===== config.mk =====
export PLATFORM = sky130hd
export DESIGN_NAME = weighted_pkt_rr_arbiter
export DESIGN_NICKNAME = d
export VERILOG_FILES = /design/src/rtl/weighted_pkt_rr_arbiter.sv
export SDC_FILE = /design/constraint.sdc
export NUM_CORES = 1
export LEC_CHECK = 0
export CORE_AREA = 2 2 138 140
export DETAILED_ROUTE_END_ITERATION = 7
export DIE_AREA = 0 0 140 142
export GPL_TIMING_DRIVEN = 1
export PLACE_DENSITY = 0.61
export SKIP_CTS_REPAIR_TIMING = 1
export SLEW_MARGIN = 20
export SYNTH_ARGS = -nofsm -noshare
export SYNTH_HDL_FRONTEND = slang
export SYNTH_SLANG_ARGS = --single-unit

===== constraint.sdc =====
create_clock -name clk -period 6.25 [get_ports clk]
set_clock_uncertainty 0.2 [all_clocks]
set_input_delay 0.625 -clock clk [delete_from_list [all_inputs] [get_ports clk]]
set_output_delay 0.625 -clock clk [all_outputs]
set_load 0.05 [all_outputs]

===== src/rtl/weighted_pkt_rr_arbiter.sv =====
// Weighted round-robin N:1 valid/ready arbiter with packet locking.
// Each grant carries a credit equal to the requester's weight, counted in packets or beats.
module weighted_pkt_rr_arbiter #(
   parameter int unsigned REQ_NUM  = 8,
   parameter int unsigned DATA_W   = 32,
   parameter int unsigned WEIGHT_W = 4,
   parameter int unsigned USE_LAST = 1,
   parameter int unsigned ID_W     = $clog2(REQ_NUM)
) (
   input  logic                        clk,
   input  logic                        rstn,
   input  logic [REQ_NUM-1:0]          valid_in,
   input  logic [REQ_NUM*DATA_W-1:0]   payload_in,
   input  logic [REQ_NUM-1:0]          last_in,
   input  logic [REQ_NUM*WEIGHT_W-1:0] weight_in,
   input  logic                        ready_out,
   output logic [REQ_NUM-1:0]          ready_in,
   output logic                        valid_out,
   output logic [DATA_W-1:0]           payload_out,
   output logic                        last_out,
   output logic [ID_W-1:0]             grant_id
);

   localparam logic ST_IDLE   = 1'b0;
   localparam logic ST_LOCKED = 1'b1;

   logic                st_q, st_d;
   logic [ID_W-1:0]     ptr_q, ptr_d;
   logic [ID_W-1:0]     gnt_q, gnt_d;
   logic [WEIGHT_W-1:0] credit_q, credit_d;
   logic                in_pkt_q, in_pkt_d;

   logic [DATA_W-1:0]   pay_arr [REQ_NUM];
   logic [WEIGHT_W-1:0] wgt_arr [REQ_NUM];

   logic                any_valid;
   logic [ID_W-1:0]     scan_idx;
   logic [ID_W-1:0]     sel;
   logic                sel_valid;
   logic [WEIGHT_W-1:0] sel_weight;
   logic [WEIGHT_W-1:0] weff;
   logic                fire;
   logic                dec;

   function automatic logic [ID_W-1:0] wrap_inc(input logic [ID_W-1:0] x);
      if (32'(x) == REQ_NUM - 1) return '0;
      return x + ID_W'(1);
   endfunction

   for (genvar g = 0; g < REQ_NUM; g++) begin : g_unpack
      assign pay_arr[g] = payload_in[g*DATA_W +: DATA_W];
      assign wgt_arr[g] = weight_in[g*WEIGHT_W +: WEIGHT_W];
   end

   // Rotating priority scan starting at ptr_q.
   always_comb begin
      int unsigned idx;
      idx       = 0;
      any_valid = 1'b0;
      scan_idx  = ptr_q;
      for (int unsigned k = 0; k < REQ_NUM; k++) begin
         idx = 32'(ptr_q) + k;
         if (idx >= REQ_NUM) idx = idx - REQ_NUM;
         if (!any_valid && valid_in[idx[ID_W-1:0]]) begin
            any_valid = 1'b1;
            scan_idx  = idx[ID_W-1:0];
         end
      end
   end

   // Outputs are gated by rstn so an asynchronous reset clears them immediately.
   always_comb begin
      sel         = (st_q == ST_LOCKED) ? gnt_q : scan_idx;
      sel_valid   = (st_q == ST_LOCKED) ? valid_in[gnt_q] : any_valid;
      valid_out   = rstn & sel_valid;
      ready_in    = '0;
      if (rstn) ready_in[sel] = ready_out;
      payload_out = valid_out ? pay_arr[sel] : '0;
      last_out    = valid_out & last_in[sel];
      grant_id    = rstn ? sel : '0;
      fire        = valid_out & ready_out;
      dec         = (USE_LAST != 0) ? (fire & last_in[sel]) : fire;
      sel_weight  = wgt_arr[sel];
      weff        = (sel_weight == '0) ? WEIGHT_W'(1) : sel_weight;
   end

   always_comb begin
      st_d     = st_q;
      ptr_d    = ptr_q;
      gnt_d    = gnt_q;
      credit_d = credit_q;
      in_pkt_d = in_pkt_q;
      if (fire && (USE_LAST != 0)) in_pkt_d = !last_in[sel];
      if (st_q == ST_IDLE) begin
         if (any_valid) begin
            // A stalled first beat must still lock so the selection stays put.
            if (dec && (weff == WEIGHT_W'(1))) begin
               ptr_d    = wrap_inc(sel);
               in_pkt_d = 1'b0;
            end else begin
               st_d     = ST_LOCKED;
               gnt_d    = sel;
               credit_d = weff - WEIGHT_W'(dec);
            end
         end
      end else begin
         if (dec && (credit_q == WEIGHT_W'(1))) begin
            st_d     = ST_IDLE;
            ptr_d    = wrap_inc(gnt_q);
            credit_d = '0;
            in_pkt_d = 1'b0;
         end else if (dec) begin
            credit_d = credit_q - WEIGHT_W'(1);
         end else if (!valid_in[gnt_q] && !in_pkt_q) begin
            st_d     = ST_IDLE;
            ptr_d    = wrap_inc(gnt_q);
            credit_d = '0;
            in_pkt_d = 1'b0;
         end
      end
   end

   always_ff @(posedge clk or negedge rstn) begin
      if (!rstn) begin
         st_q     <= ST_IDLE;
         ptr_q    <= '0;
         gnt_q    <= '0;
         credit_q <= '0;
         in_pkt_q <= 1'b0;
      end else begin
         st_q     <= st_d;
         ptr_q    <= ptr_d;
         gnt_q    <= gnt_d;
         credit_q <= credit_d;
         in_pkt_q <= in_pkt_d;
      end
   end

endmodule


* After elaboration in Yosys (flattened, before gate mapping) *
Index checks and enable logic that the tools add are counted.
Widths: inputs -> output; s select.

cells by class
  equal/unequal tests = 8
  bitwise operators = 8
  order comparisons = 20
  $add $sub $neg = 19
  multiplexer cells = 99
  reduce and logical (&&, ||, !) cells = 27

operators by type and width
  cell                 count
  $bmux 32 s3          1
  $mux 32              3
  $mux 3               29
  $mux 1               44
  $lt 3x4->1 const B   10
  $mux 4               9
  $ge 4x4->1 const B   8
  $bmux 1 s3           10
  $sub 3x1->3 const B  8
  $add 3x3->4 const B  4
  $bmux 4 s3           1
  $logic_and 1x1->1    11
  $logic_not 1->1      10
  $add 3x2->4 const B  2
  $and 8x8->8          1
  $eq 4x1->1 const B   2
  $mux 8               1
  $add 3x1->3 const B  2
  $eq 3x3->1 const B   2
  $reduce_and 3->1     2
  $add 3x1->4 const B  1
  $and 1x1->1          4
  $ge 3x4->1 const B   1
  $logic_not 4->1      1
  12 further kinds     14

word-level totals
  output and inout bits = 45
  word-level logic and storage cells = 186
  register bits after elaboration = 12
  bits of input ports = 307

* Depth between registers and ports, before layout *
  depth in word-level cells = 42
  mapped depth = 26

* Worst setup path before layout *
No wires, ideal clock.

  path kind = register to output
  start point = reg ptr_q[1]
  end point = out payload_out[13]
  slack = 231 ps
  arrival = 5,194 ps
  required time = 5,425 ps
  stages on the path, launching flop included = 21
  path through = dfrtp_1 buf_2 buf_2 inv_1 ha_1 buf_6 buf_12 mux2i_1 mux2_2 a221o_1 buf_4 o211ai_1 o22ai_1 nor4b_2 or2_1 buf_4 buf_6 clkbuf_1 clkbuf_1 nor2_1 a221oi_1

on the way
  cells in the longest elaborated chain, start to end = 32

ends and longest elaborated chain
  element                                               line  RTL
  start, declared                                       28    logic [ID_W-1:0] ptr_q, ptr_d;
  start signal, assigned                                132   ptr_q <= ptr_d;
  branches (longest 31 deep; another with $add 3x1->4)  -
  $mux 32 (*)                                           78    payload_out = valid_out ? pay_arr[sel] : '0;
  end, declared                                         19    output logic [DATA_W-1:0] payload_out,

Mark *: on every way between the ends. The select of a mux whose other input is x is not followed.

* Worst setup path after layout *
  start point = reg ptr_q[1]
  end point = out payload_out[18]

Same word-level chain as after synthesis.

==> impl_metrics.toml <==
[route]
avgViaCountPerCell = 5.45
ant_nets = 0
routed_wl_mm = 29.4
firstDrtPassIters = 7
wl_per_cell_um = 21.7
dr_total_vias = 7370
drtIter0Drc = 554
drc = 4

[yosys]
yosysMostFrequentCell = "nand2_1"
syn_area_mm2 = 0.00486
yosys.cell_types.count = 77
yosys.area.top_type = "nand2_1"
avgSynthCellArea_um2 = 6.11
syn_inst = 795
synth-main-ff-cell = "dfrtp_1"
synthTopCellsByCount = "nand2_1, nor2_1, clkbuf_1"
yosys_warnings = 0
synth_edf_count = 0
yosysSeqAreaShare = 0.0618
synth-seq-cells = 12
synth_top_area_share = 0.146
async_flop_share = 1.00
synth.area.top_cells = "nand2_1, nor2_1, dfrtp_1"
synth_fp_nets = 1111

[job]
maxCapViolCount = 0

[worst_setup_path]
crit_buf_inv = 5
worstSetupPathType = "flop to output pin"
worstSetupEndpointType = "output pin"
max_stage_delay_ns = 0.58
crit_chain = "inv_1, ha_1, buf_12, mux2_2, nor3_1, a221o_1, nand4_1, o21ai_1, nor4b_2, buf_4, or2_4, nand2_1, buf_4, o221ai_1, a221oi_1, buf_12"
slowest_stage = "ha_1"
r2r_end = "credit_q[3]"
crit_required_ns = 5.42
arrival_ns = 5.03
startpoint_type = "flop"
r2r-start = "ptr_q[1]"
ff2ff_setup_slack_ns = 0.58
cp_max_fo = 24
worstRegToRegCells = 21
crit_family = "compound AO/OA/AOI/OAI gates"

[die]
num_rows = 50
die-width_um = 140
die_h_um = 142
die-area_mm2 = 0.0199
initial_core_util = 0.263
core_mm2 = 0.0185
ios = 352

[global_route]
track_usage = 0.279
first_global_vias = 7131
grt_max_degree = 42
grt_pass1_wl_mm = 43.1
overflow = 0
antenna_found_initial = 3

[final_layout]
finalInstanceArea_mm2 = 0.00893
drive_gt1_frac = 0.116
nets = 1435
area_growth_pct = 84.0

[timing]
setup_tns_ns = 0
relSlewSlack = 0.463
period_share = 0.937
maxSlewViolCount = 0
tightest_slew_ns = 0.803
rsz0062_at_grt = "no"
fmax_mhz = 171
final_hold_viol_count = 0
finalCriticalPeriod_ns = 5.86
setup_viol = 0
timing.hold.ws_ns = 0.312

[hold_path]
min_from = "in_pkt_q"
hold_class = "flop to flop"
holdPathStages = 2
worstHoldEndpoint = "in_pkt_q"

[clock_network]
clock_latency_ns = 0.24
cts_tree = "yes"
cts_buffer_depth = 2
cts_made_buffers = 3
htreeDepth = 1
cts.clk_slew.worst_paths_ns = 0.04
cts_root_buf = "clkbuf_16"
clkSinkCount = 12

[pwr]
vdd_drop_max_v = 0.000501
cellPowerDensity_mw_per_mm2 = 693
p_leak_nw = 3.60

[place]
port_buffers = 351
place_congestion = 1.02
hpwlAfterDp_mm = 23.9
dpl_cell_area_mm2 = 0.00885

[status]
violations = "DRC"
outcome = "finished, violations left"
==> worst max path at each step <==
stage	from	cells past startpoint	endpoint
finish	ptr_q[1]	16	payload_out[18]
global route	ptr_q[1]	15	payload_out[20]
CTS	ptr_q[1]	16	payload_out[26]
detailed placement	valid_in[1]	15	payload_out[26]
global placement	valid_in[0]	15	payload_out[26]
floorplan	ptr_q[1]	20	payload_out[13]
==> sequential cells by signal, indices dropped and copies added (netlist names) <==
register,cells
ptr_q,3
credit_q,4
st_q,1
gnt_q,3
in_pkt_q,1
==> power by group <==
group | internal [mW] | switching [mW]
sequential | 0.114 | 0.0581
combinational | 2.22 | 3.68
clock | 0.0833 | 0.0326
total | 2.42 | 3.77
==> routing by layer <==
layer / global-route usage / share of wire / up-vias
met3: 0.0444 / 0.068 / 37
li1: - / - / 3571
met4: 0.0532 / 0.020 / 2
met1: 0.343 / 0.41 / 3409
met5: 0 / 0.00044 / -
met2: 0.517 / 0.50 / 351
==> stage by stage <==
| stage | setup slack [ns] | utilization | std cells | total power [mW] |
|---|---|---|---|---|
| after global routing | 0.0512 | 0.484 | 1353 | 6.61 |
| after global placement | 0.369 | 0.480 | 1348 | 6.02 |
| after floorplan | 0.231 | - | 795 | 4.03 |
| final | 0.393 | 0.484 | 1353 | 6.19 |
| after detailed placement | 0.385 | 0.480 | 1348 | 6.02 |
| after CTS | 0.301 | 0.484 | 1351 | 6.16 |
==> tightest hold or removal path: stages, from the launching register on <==
cell,delay [ns]
dfrtp_1,0.34
a21oi_1,0.04
nor2_1,0.08
==> area by class of cell <==
cell class / instances / area [um2]
fill: 1871 / 9520
tap: 234 / 293
inverter: 20 / 76.3
sequential: 12 / 300
clock buffer: 3 / 75.1
antenna: 2 / 5.00
timing repair buffer: 385 / 3990
multi-input combinational: 697 / 4190
==> cells by family (layout without fill, tap and decap cells) <==
| family | count (synthesis) | count (layout) | synth area share |
|---|---|---|---|
| xor gates and xnor gates | 6 | 6 | 0.0108 |
| DFF | 12 | 12 | 0.0618 |
| buffers and inverters | 86 | 408 | 0.0786 |
| AOI/OAI and AO/OA | 221 | 221 | 0.310 |
| and+or+nand+nor | 404 | 404 | 0.365 |
| adders and majority gates | 9 | 9 | 0.0232 |
| other | 0 | 2 | 0 |
| muxes | 57 | 57 | 0.151 |
==> cells in the final DEF (no fill, tap or decap), types with 4 or more instances in the layout <==
cell	synthesis	final
a211oi_1	11	11
a21oi_1	43	42
a221o_1	4	4
a221oi_1	9	9
a22o_1	5	5
a31oi_1	16	16
and2_1	7	6
and3_1	5	5
buf_12	1	27
buf_4	6	52
clkdlybuf4s50_1	0	306
dfrtp_1	12	12
ha_1	9	9
inv_1	16	16
mux2_1	4	4
mux2_2	13	13
mux2i_1	27	27
mux4_2	10	10
nand2_1	189	189
nand3_1	46	46
nand4_1	7	7
nor2_1	100	99
nor2b_1	4	4
nor3_1	22	22
o2111ai_1	4	4
o211ai_1	7	7
o21a_1	5	5
o21ai_0	36	36
o221ai_1	12	12
o22ai_1	32	32
o311ai_0	5	5
o32ai_1	4	4
Note: power is estimated with default switching activity, not from simulation.
==> RTL change (same flow settings) <==
Change the parameter `USE_LAST` from 1 to 0.
--- a/src/rtl/weighted_pkt_rr_arbiter.sv
+++ b/src/rtl/weighted_pkt_rr_arbiter.sv
@@ -6,3 +6,3 @@
    parameter int unsigned WEIGHT_W = 4,
-   parameter int unsigned USE_LAST = 1,
+   parameter int unsigned USE_LAST = 0,
    parameter int unsigned ID_W     = $clog2(REQ_NUM)
Function: changed (a bounded check fails within 4 cycles, from zero or initial values and one cycle with rstn low).
==> RTL change against the original RTL <==
The flow still finishes with violations (DRC). Power up 7.7%. Cell area up 3.7%. Synthesized cell count up 4.2%. Worst setup slack better by 0.015 ns. Die area unchanged. Maximum frequency up 0.26%. Count of clock-buffer cells in the layout up 1. Routed wire length down 7.5%. Area after synthesis up 2.4%. Register-to-register slack better by 0.16 ns. Sequential cell count down 1. Global-route usage down 2.3 points. Largest power group unchanged.
==> RTL change: results (changes against the original RTL) <==
Worst setup path
  – CP Max Fanout: 32 (+33%)
  – Critical path's slowest cell: mux4_2
  – CP top delay family: buffers and inverters
  – WP data arrival: 5.02 ns (about the same)
  – Critical Path Start: ptr_q[0]

Power
  – Sw Ratio: 0.572 (-0.0373)
  – Peak supply drop: 0.466 mV (-7.0%)
  – P_seq: 195 uW (+13%)
  – Total design power: 6670 uW (+7.7%)
  – Leak pwr: 0.00371 uW (+2.9%)

Place
  – Routability cong.: 0.990 (-2.7%)
  – Post-DP HPWL: 21.7 mm (-9.1%)
  – Dpl cells: 1,363 (+1.1%)
  – Pre-CTS WS: 0.514 ns (+0.129 ns)
  – Post-DP Area: 9170 um2 (+3.5%)
  – IO buf count: 351 (unchanged)

Global route
  – Vias in the first global route: 6,885 (-3.4%)
  – Largest net degree at the start of global routing: 111 (+160%)
  – GRT Total Usage: 0.256 (-0.0226)
  – First-pass GRT wire length: 40.1 mm (-7.1%)
  – Antenna violations before repair: 9 (+6)
  – Global route overflow: 0 (unchanged)

Layout
  – Layout fillers: 1,818 (-2.8%)
  – Layout cells sized above 1: 0.0989 (-0.0175)
  – Net count reported at finish: 1,450 (+1.0%)

Routing
  – Via density per instance: 5.26 (-3.4%)
  – Post-DR wirelength/cell: 19.8 um (-9.0%)
  – Routed via count: 7,234 (-1.8%)
  – # DRC: 6 (+2)
  – Number of DRC markers in iteration 0: 481 (-13%)
  – Drt first pass iters: 8 (+1)

Synthesis
  – Synth area leaders: nand2_1 18%, nor2_1 9.0%, a311o_1 6.6%
  – Sequential element share of the synthesized area: 0.0553 (-0.00651)
  – Synth top cells by count: 238 x nand2_1, 119 x nor2_1, 53 x clkbuf_1
  – Synth cell types: 65 (-16%)
  – Syn Nets: 1,144 (+3.0%)
  – Post-synthesis instance total: 828 (+4.2%)

STA
  – Slew of the pin with the lowest slew margin: 0.874 ns (+0.0708 ns)

Min path
  – Hold path start: credit_q[3]
  – Hold Crit Class: reg2reg

CTS
  – Skew-Pair Late Insertion Delay: 0.24 ns (about the same)
  – CTS H-tree lvls: 1 (unchanged)

Status
  – Outcome: finished with violations
  – Failing checks: DRC
-- RTL change: cell types whose count changed in the layout (fill, tap and decap cells not counted), sizes merged, moves of 8 or more --
cell	delta
nand2	+49
a311o	+32
and3	+31
o22ai	-29
o211ai	+28
nor2	+17
o21ai	-16
nor3	-15
a31oi	-14
o221ai	-13
buf	-10
a211oi	-9
nand3	-8
-- RTL change: logic make-up (layout without fill, tap and decap cells) --
| group | after synthesis | in the layout | synth area share |
|---|---|---|---|
| multiplexers | 62 | 62 | 0.165 |
| AO/OA/AOI/OAI | 178 | 178 | 0.265 |
| AND/OR/NAND/NOR | 474 | 474 | 0.413 |
| XOR/XNOR | 4 | 4 | 0.00704 |
| buffers and inverters | 90 | 395 | 0.0724 |
| adder cells (fa/ha/maj) | 9 | 9 | 0.0226 |
| other | 0 | 8 | 0 |
| flip-flops | 11 | 11 | 0.0553 |
-- RTL change: cell type report --
type                            instances  area, um2  share of cell area
Antenna cell                            8       20.0             0.00216
Multi-Input combinational cell        727       4390               0.474
Sequential cell                        11        275              0.0297
Clock buffer                            4       78.8             0.00851
Inverter                               15       56.3             0.00608
Timing Repair Buffer                  376       4150               0.448
Tap cell                              234        293              0.0316
-- RTL change: path summary, 6_finish.rpt --
check                                  to  slack [ns]  cells past startpoint
max                        payload_out[8]        0.41                     17
min                           credit_q[3]        0.36                      2
max reg2reg                   credit_q[2]        0.74                     19
min reg2reg                   credit_q[3]        0.36                      2
max in group asynchronous        ptr_q[2]        4.63                      1
min in group asynchronous        ptr_q[0]        0.69                      1
-- RTL change: routing by layer --
layer | GRT usage | vias to the layer above | routed length, um
li1 | - | 3579 | -
met1 | 0.315 | 3329 | 10800
met2 | 0.443 | 290 | 13600
met3 | 0.0767 | 32 | 2270
met4 | 0.0585 | 4 | 494
met5 | 0 | - | 33
